**src/rtl/mem_stage_if.sv**
```systemverilog
// Memory-stage bus bundle: execute-side inputs plus write-back and forwarding outputs.
// The master drives the execute side; the slave (mem_stage) drives the results.
interface mem_stage_if #(
    parameter int unsigned EX_TO_MEM_WD = 76,
    parameter int unsigned MEM_TO_WB_WD = 70,
    parameter int unsigned MEM_TO_RF_WD = 38
);
    logic [EX_TO_MEM_WD-1:0] ex_to_mem_bus;
    logic [4:0]              ex_load_bus;
    logic [3:0]              data_ram_sel;
    logic [31:0]             data_sram_rdata;
    logic [MEM_TO_WB_WD-1:0] mem_to_wb_bus;
    logic [MEM_TO_RF_WD-1:0] mem_to_rf_bus;

    modport master (
        output ex_to_mem_bus,
        output ex_load_bus,
        output data_ram_sel,
        output data_sram_rdata,
        input  mem_to_wb_bus,
        input  mem_to_rf_bus
    );

    modport slave (
        input  ex_to_mem_bus,
        input  ex_load_bus,
        input  data_ram_sel,
        input  data_sram_rdata,
        output mem_to_wb_bus,
        output mem_to_rf_bus
    );
endinterface

```
**src/rtl/mem_stage.sv**
```systemverilog
// MIPS memory-access stage: stall-aware pipeline register, SRAM response hold buffer,
// load alignment/extension, and write-back / forwarding bus generation.
module mem_stage (
    input  logic       clk,
    input  logic       rst,
    input  logic [5:0] stall,
    mem_stage_if.slave bus
);
    localparam int unsigned EX_TO_MEM_WD = 76;
    localparam int unsigned MEM_TO_WB_WD = 70;
    localparam int unsigned MEM_TO_RF_WD = 38;

    logic [EX_TO_MEM_WD-1:0] r_bus;
    logic [4:0]              r_load;
    logic [3:0]              r_sel;
    logic                    r_first;
    logic [31:0]             r_rdata_hold;

    logic [31:0]             w_pc;
    logic                    w_sel_rf_res;
    logic                    w_rf_we;
    logic [4:0]              w_rf_waddr;
    logic [31:0]             w_ex_result;
    logic [31:0]             w_rdata_eff;
    logic [7:0]              w_byte;
    logic                    w_byte_ok;
    logic [15:0]             w_half;
    logic                    w_half_ok;
    logic [31:0]             w_load_data;
    logic [31:0]             w_rf_wdata;
    logic [MEM_TO_WB_WD-1:0] w_wb;
    logic [MEM_TO_RF_WD-1:0] w_rf;
    logic                    w_unused;

    // Pipeline register: reset, bubble when only this stage stalls, load when running, else hold.
    always_ff @(posedge clk) begin
        if (rst) begin
            r_bus   <= '0;
            r_load  <= '0;
            r_sel   <= '0;
            r_first <= 1'b0;
        end else if (stall[3] && !stall[4]) begin
            r_bus   <= '0;
            r_load  <= '0;
            r_sel   <= '0;
            r_first <= 1'b0;
        end else if (!stall[3]) begin
            r_bus   <= bus.ex_to_mem_bus;
            r_load  <= bus.ex_load_bus;
            r_sel   <= bus.data_ram_sel;
            r_first <= 1'b1;
        end else begin
            r_first <= 1'b0;
        end
    end

    // The SRAM response is only valid in the first cycle; keep it for any stalled cycles after.
    always_ff @(posedge clk) begin
        if (rst) begin
            r_rdata_hold <= '0;
        end else if (r_first) begin
            r_rdata_hold <= bus.data_sram_rdata;
        end
    end

    assign w_pc         = r_bus[75:44];
    assign w_sel_rf_res = r_bus[38];
    assign w_rf_we      = r_bus[37];
    assign w_rf_waddr   = r_bus[36:32];
    assign w_ex_result  = r_bus[31:0];
    assign w_rdata_eff  = r_first ? bus.data_sram_rdata : r_rdata_hold;

    always_comb begin
        w_byte    = 8'h00;
        w_byte_ok = 1'b1;
        w_half    = 16'h0000;
        w_half_ok = 1'b1;
        case (r_sel)
            4'b0001: w_byte = w_rdata_eff[7:0];
            4'b0010: w_byte = w_rdata_eff[15:8];
            4'b0100: w_byte = w_rdata_eff[23:16];
            4'b1000: w_byte = w_rdata_eff[31:24];
            default: w_byte_ok = 1'b0;
        endcase
        case (r_sel)
            4'b0011: w_half = w_rdata_eff[15:0];
            4'b1100: w_half = w_rdata_eff[31:16];
            default: w_half_ok = 1'b0;
        endcase
    end

    // r_load = {lb, lbu, lh, lhu, lw}
    always_comb begin
        w_load_data = 32'h0;
        if (r_load[4]) begin
            if (w_byte_ok) w_load_data = {{24{w_byte[7]}}, w_byte};
        end else if (r_load[3]) begin
            if (w_byte_ok) w_load_data = {24'h0, w_byte};
        end else if (r_load[2]) begin
            if (w_half_ok) w_load_data = {{16{w_half[15]}}, w_half};
        end else if (r_load[1]) begin
            if (w_half_ok) w_load_data = {16'h0, w_half};
        end else if (r_load[0]) begin
            w_load_data = w_rdata_eff;
        end
    end

    assign w_rf_wdata = w_sel_rf_res ? w_load_data : w_ex_result;
    assign w_rf       = {w_rf_we, w_rf_waddr, w_rf_wdata};
    assign w_wb       = {w_pc, w_rf};

    assign bus.mem_to_wb_bus = w_wb;
    assign bus.mem_to_rf_bus = w_rf;

    // Store controls and other stages' stall bits are not used here.
    assign w_unused = ^{stall[5], stall[2:0], r_bus[43:39]};
endmodule

```
**src/flat_wrapper.sv**
```systemverilog
// flat-port wrapper written by rule: the top's interface ports become plain ports
module mem_stage_flat 
  (clk, rst, stall, bus_ex_to_mem_bus, bus_ex_load_bus, bus_data_ram_sel, bus_data_sram_rdata, bus_mem_to_wb_bus, bus_mem_to_rf_bus);
  mem_stage_if #(.EX_TO_MEM_WD((76)), .MEM_TO_WB_WD((70)), .MEM_TO_RF_WD((38))) bus_i ();
  input  logic clk;
  input  logic rst;
  input  logic [5:0] stall;
  input wire logic [$bits(bus_i.ex_to_mem_bus)-1:0] bus_ex_to_mem_bus;
  input wire logic [$bits(bus_i.ex_load_bus)-1:0] bus_ex_load_bus;
  input wire logic [$bits(bus_i.data_ram_sel)-1:0] bus_data_ram_sel;
  input wire logic [$bits(bus_i.data_sram_rdata)-1:0] bus_data_sram_rdata;
  output wire logic [$bits(bus_i.mem_to_wb_bus)-1:0] bus_mem_to_wb_bus;
  output wire logic [$bits(bus_i.mem_to_rf_bus)-1:0] bus_mem_to_rf_bus;
  assign bus_i.ex_to_mem_bus = bus_ex_to_mem_bus;
  assign bus_i.ex_load_bus = bus_ex_load_bus;
  assign bus_i.data_ram_sel = bus_data_ram_sel;
  assign bus_i.data_sram_rdata = bus_data_sram_rdata;
  assign bus_mem_to_wb_bus = bus_i.mem_to_wb_bus;
  assign bus_mem_to_rf_bus = bus_i.mem_to_rf_bus;
  mem_stage u_core (.clk(clk), .rst(rst), .stall(stall), .bus(bus_i));
endmodule
```
**config.mk**
```make
export PLATFORM = sky130hd
export DESIGN_NAME = mem_stage_flat
export DESIGN_NICKNAME = d
export VERILOG_FILES = /design/src/rtl/mem_stage_if.sv /design/src/rtl/mem_stage.sv /design/src/flat_wrapper.sv
export SDC_FILE = /design/constraint.sdc
export NUM_CORES = 1
export LEC_CHECK = 0
export CORE_MARGIN = 2
export CORE_UTILIZATION = 35
export DETAILED_ROUTE_END_ITERATION = 8
export PLACE_DENSITY = 0.65
export SETUP_SLACK_MARGIN = 0.02
export SLEW_MARGIN = 40
export SYNTH_ARGS = -nofsm -noshare
export SYNTH_HDL_FRONTEND = slang
export SYNTH_SLANG_ARGS = --single-unit
export TNS_END_PERCENT = 1
```
**constraint.sdc**
```tcl
create_clock -name clk -period 2.2 [get_ports clk]
set_input_delay 0.44 -clock clk [delete_from_list [all_inputs] [get_ports clk]]
set_output_delay 0.44 -clock clk [all_outputs]
set_load 0.02 [all_outputs]
```
**Yosys cells after proc, flatten, opt, wreduce, memory -nomap -nowiden**

Index checks and enable logic that the tools add are counted.

- Equal/unequal tests: 6
- Reduce and logical (&&, ||, !) cells: 5
- Mux-type cells: 16

Operators by type and width:

| cell | count |
|---|---|
| 32-bit 2-to-1 mux | 9 |
| 16-bit case mux with 2 select lines | 1 |
| 8-bit case mux with 4 select lines | 1 |
| 16-bit 2-to-1 mux | 1 |
| 4-bit by 2-bit equality test with 1-bit output, second input constant | 2 |
| 4-bit equality test, second input constant | 2 |
| 8-bit 2-to-1 mux | 1 |
| 4-bit by 1-bit equality test with 1-bit output, second input constant | 1 |
| 4-bit by 3-bit equality test with 1-bit output, second input constant | 1 |
| 2-bit OR reduction | 2 |
| 4-bit OR reduction | 1 |
| 1-bit 2-to-1 mux | 3 |
| 1-bit logical AND | 1 |
| 1-bit zero test | 1 |

- Output and inout port bits: 108
- Word-level logic and storage cells: 32
- Register bits after elaboration: 118

**Logic depth before layout (Yosys ltp)**

- Depth in word-level cells: 9
- Depth in mapped cells: 8
- Mapped depth without buffers: 4

**Worst setup path after synthesis**

OpenSTA, ideal clock, no wires.

- Kind: register to output
- Start point: register u_core.r_sel[0]
- End point: output port bus_mem_to_wb_bus[0]
- Setup slack: -0.192 ns
- Arrival: 1.952 ns
- Path buffers: 2
- Cell stages (with the launch flop): 7
- Path through: dfxtp_1 -> or4b_1 -> buf_2 -> nand2_1 -> o211ai_2 -> o221ai_1 -> buf_4

- Longest elaborated chain between the ends: 9
- Elaborated cells between the ends (all ways): 21
- Those cells by class: eq/ne: 6; mux: 13; reduce/logical: 2

Ends and longest elaborated chain:

| item | RTL line | RTL |
|---|---|---|
| from (decl) | mem_stage.sv:15 | `logic [3:0] r_sel;` |
| from (signal assigned) | mem_stage.sv:50 | `r_sel <= bus.data_ram_sel;` |
| 4-bit by 2-bit equality test with 1-bit output / 4-bit equality test (equally long branches) | mem_stage.sv:85 | `case (r_sel)` |
| 2-bit OR reduction (no source line) | n/a |  |
| 1-bit 2-to-1 mux | mem_stage.sv:85 |  |
| 16-bit 2-to-1 mux | mem_stage.sv:102 | `if (w_half_ok) w_load_data = {16'h0, w_half};` |
| 32-bit 2-to-1 mux | mem_stage.sv:101 | `end else if (r_load[1]) begin` |
| 32-bit 2-to-1 mux | mem_stage.sv:99 | `end else if (r_load[2]) begin` |
| 32-bit 2-to-1 mux | mem_stage.sv:97 | `end else if (r_load[3]) begin` |
| 32-bit 2-to-1 mux (*) | mem_stage.sv:95 | `if (r_load[4]) begin` |
| 32-bit 2-to-1 mux (*) | mem_stage.sv:108 | `assign w_rf_wdata = w_sel_rf_res ? w_load_data : w_ex_result;` |
| to (decl) | flat_wrapper.sv:12 | `output wire logic [$bits(bus_i.mem_to_wb_bus)-1:0] bus_mem_to_wb_bus;` |

Every way passes the cells marked *; elsewhere a longest branch is shown, timed or not.

**Final worst setup path**

- Start point: register u_core.r_sel[3]
- End point: output port bus_mem_to_wb_bus[27]

- Longest elaborated chain between the ends: 8
- Elaborated cells between the ends (all ways): 18
- Those cells by class: eq/ne: 6; mux: 10; reduce/logical: 2

Ends and longest elaborated chain:

| item | RTL line | RTL |
|---|---|---|
| 4-bit by 2-bit equality test with 1-bit output / 4-bit equality test (equally long branches) | mem_stage.sv:85 |  |
| 2-bit OR reduction (no source line) | n/a |  |
| 1-bit 2-to-1 mux | mem_stage.sv:85 |  |
| 32-bit 2-to-1 mux | mem_stage.sv:100 | `if (w_half_ok) w_load_data = {{16{w_half[15]}}, w_half};` |
| 32-bit 2-to-1 mux | mem_stage.sv:99 |  |
| 32-bit 2-to-1 mux | mem_stage.sv:97 |  |
| 32-bit 2-to-1 mux (*) | mem_stage.sv:95 |  |
| 32-bit 2-to-1 mux (*) | mem_stage.sv:108 |  |

Marks and branches as above.

==> flow_metrics.tcl <==
set metrics [dict create \
    grt.total_usage 0.211 \
    grt_use_met3 0.0635 \
    synthTopCellsByArea "dfxtp_1 38%, mux2i_1 19%, buf_4 10%" \
    slew_viol_final 0 \
    power.switching_mw 1.64 \
    first_pass_iters 4 \
    ys_ff_latch 113 \
    slowest_stage "or4b_4" \
    p_clk_frac 0.450 \
    grt_util_met1 0.257 \
    worstSetupStartpointType "flop" \
    finish.utilization 0.580 \
    place_ws_ps -723 \
    layout.nets 992 \
    ys_seq_area_frac 0.381 \
    coreArea_mm2 0.0166 \
    critPathKind "reg -> out" \
    holdCritStartpoint "stall[3]" \
    fin_crit_ps 2660 \
    combPwrFrac 0.207 \
    syn-num-nets 783 \
    detail-route-antenna-nets 0 \
    reg2reg_from "u_core.r_first" \
    rows 47 \
    routabilityCongestion 0.864 \
    leakage_nw 4.08 \
    max_slew_margin 0.749 \
    viasPerCell 4.91 \
    cp_common_cell "buf_12" \
    arrival_ps 2220 \
    path_delay_family "simple AND/OR/NAND/NOR gates" \
    htree_levels 4 \
    synth_mux_area_frac 0.193 \
    clk_latency_ps 410 \
    drv_cap 0 \
    synth_xor_area_frac 0.00148 \
    synth-simple-area-share 0.167 \
    status "finished with violations" \
    crit_start "u_core.r_sel[3]" \
    setup_viol 64 \
    start_util 0.358 \
    synth_cells 658 \
    place_inst 1057 \
    final_cell_count_no_fill 1099 \
    grt_max_degree 47 \
    area_growth_pct 62.3 \
    synth-compound-area-share 0.112 \
    grt_pass1_vias 5344 \
    grt_overflow 0 \
    worstPathMaxFanout 10 \
    cts_tree "done" \
    n_antenna_cell 0 \
    switching_share 0.255 \
    fin_worst_skew_ps 4.57 \
    p_per_area_mw_per_mm2 670 \
    pin_count 233 \
    worst_hold_slack_ps 485 \
    netlist_area_mm2 0.00593 \
    dpl.hpwl_mm 14.0 \
    slowest_delay_ps 580 \
    antenna_found_initial 0 \
    intPower_mw 4.81 \
    endpoint_kind "output pin" \
    path_cells "or4b_4 -> o22ai_4 -> o211ai_4 -> buf_12 -> buf_12 -> nand3_2 -> buf_4" \
    layout_setup_ws_ps -461 \
    hold_violations 0 \
    fmax_mhz 376 \
    cts_inserted_buffers 17 \
    dieArea_mm2 0.0180 \
    hold_class "in -> reg" \
    synth_warnings 0 \
    clock-sinks 113 \
    clkSlewWorstSetupHoldPaths_ps 50 \
    totalWireLength_mm 19.0 \
    final_cell_mix "158 x clkdlybuf4s50_1, 139 x nor2_1, 108 x dfxtp_1, 97 x mux2i_1, 83 x buf_4" \
    num_vias 5393 \
    cts_max_path_buffers 2 \
    die_h_um 134 \
    cp.required_ps 1760 \
    cts_root_buf "clkbuf_16" \
    wl_per_cell_um 17.3 \
    synth.avg_cell_area_um2 9.02 \
    drive_gt1_frac 0.301 \
    synth_top_family_by_area "multiplexers" \
    yosysTopAreaCellShare 0.381 \
    final_common_cell "clkdlybuf4s50_1" \
    pwr-share-seq 0.342 \
    fin_crit_sh 1.21 \
    grtUsageMet2 0.351 \
    yosysUniqueCellTypes 34 \
    grt_pass1_wl_mm 29.2 \
    die_w_um 134 \
    rsz0062_at_grt "yes" \
    worst_pin_slew_ps 370 \
    vdd.ir_drop.worst_mv 0.513 \
    synth_largest_area_cell "dfxtp_1" \
    drtIter0Drc 301 \
    worst-path-buf-inv 3 \
    busiest_layer "met2" \
    drc 0 \
    synthAdderAreaFrac 0 \
    violations "setup timing" \
    io_buffers 223 \
]
## kinds of logic after synthesis
family | Yosys count
simple gates | 201
xor+xnor | 1
mux | 113
buf+inv | 137
compound gates | 93
flops | 113
## final timing paths
path	cells after the start	slack, ps	endpoint
min	3	490	u_core.r_bus[46]
max reg2reg	5	850	u_core.r_rdata_hold[28]
max	7	-460	bus_mem_to_wb_bus[27]
min reg2reg	2	500	u_core.r_bus[29]
## timing repair
action                                  4_1_cts  5_1_grt
hold buffers                                  0        0
endpoints found under the setup margin       64       64
pin swaps                                     9       10
buffers inserted                              9        0
gates cloned                                  2        0
gates resized for setup                     393       26
## sequential cells by signal, summed over array words and instances, names as in the netlist
register,flops
u_core.r_sel,4
u_core.r_bus,71
u_core.r_load,5
u_core.r_first,1
u_core.r_rdata_hold,32
## cell usage after synthesis
| cell type | number |
|---|---|
| a21boi_1 | 1 |
| a21o_1 | 1 |
| o211ai_1 | 19 |
| a211oi_1 | 12 |
| mux2i_2 | 1 |
| buf_4 | 80 |
| nor3b_1 | 1 |
| o21ai_0 | 15 |
| o221ai_1 | 8 |
| nand2b_1 | 24 |
| inv_1 | 10 |
| dfxtp_1 | 113 |
| clkbuf_1 | 33 |
| xnor2_1 | 1 |
| o211ai_4 | 1 |
| nor2_1 | 143 |
| nand2_1 | 1 |
| nand3_2 | 20 |
| nand3_1 | 3 |
| o22ai_4 | 2 |
| nor3_1 | 1 |
| mux2i_1 | 111 |
| o221ai_2 | 1 |
| or4b_1 | 4 |
| o22ai_1 | 14 |
| o41ai_1 | 1 |
| o21ai_1 | 1 |
| buf_6 | 4 |
| mux2i_4 | 1 |
| or2_2 | 2 |
| nand4bb_1 | 2 |
| o211ai_2 | 1 |
| a21oi_1 | 16 |
| buf_2 | 10 |
## routing by layer
layer  up-vias  wire length [µm]
li1       2603                 -
met1      2525              7780
met2       229              9210
met3        36              1540
met4         0               454
met5         -                 0
## final cells by class
class / count / area (µm²)
fillers: 1394 / 6960
clock buffers: 22 / 464
inverters: 10 / 37.5
clock inverters: 9 / 156
multi-input cells: 408 / 3200
repair buffers: 317 / 3220
well taps: 220 / 275
flip-flops and latches: 113 / 2270
## worst register-to-register path: stages (launching register included)
cell     delay (ps)
dfxtp_4         370
buf_12          140
buf_12          150
mux2i_2         360
buf_4           180
nor2_1           40
## per-stage QoR
stage               TNS (ps)  power [mW]  area (µm²)
finish                -26590        6.45        9630
global route          -32210        6.70        9630
detailed placement    -41230        3.52        8610
floorplan               -759        2.94        6150
global placement      -41120        3.50        8610
CTS                   -28450        6.49        9520
## power groups by stage
| stage | clock (mW) | sequential, mW | combinational (mW) |
|---|---|---|---|
| floorplan | 0 | 2.23 | 0.710 |
| global placement | 0 | 2.24 | 1.26 |
| detailed placement | 0 | 2.25 | 1.27 |
| CTS | 2.96 | 2.21 | 1.33 |
| global route | 3.05 | 2.22 | 1.42 |
| finish | 2.91 | 2.21 | 1.34 |
Note: power is estimated with default switching activity, not from simulation.
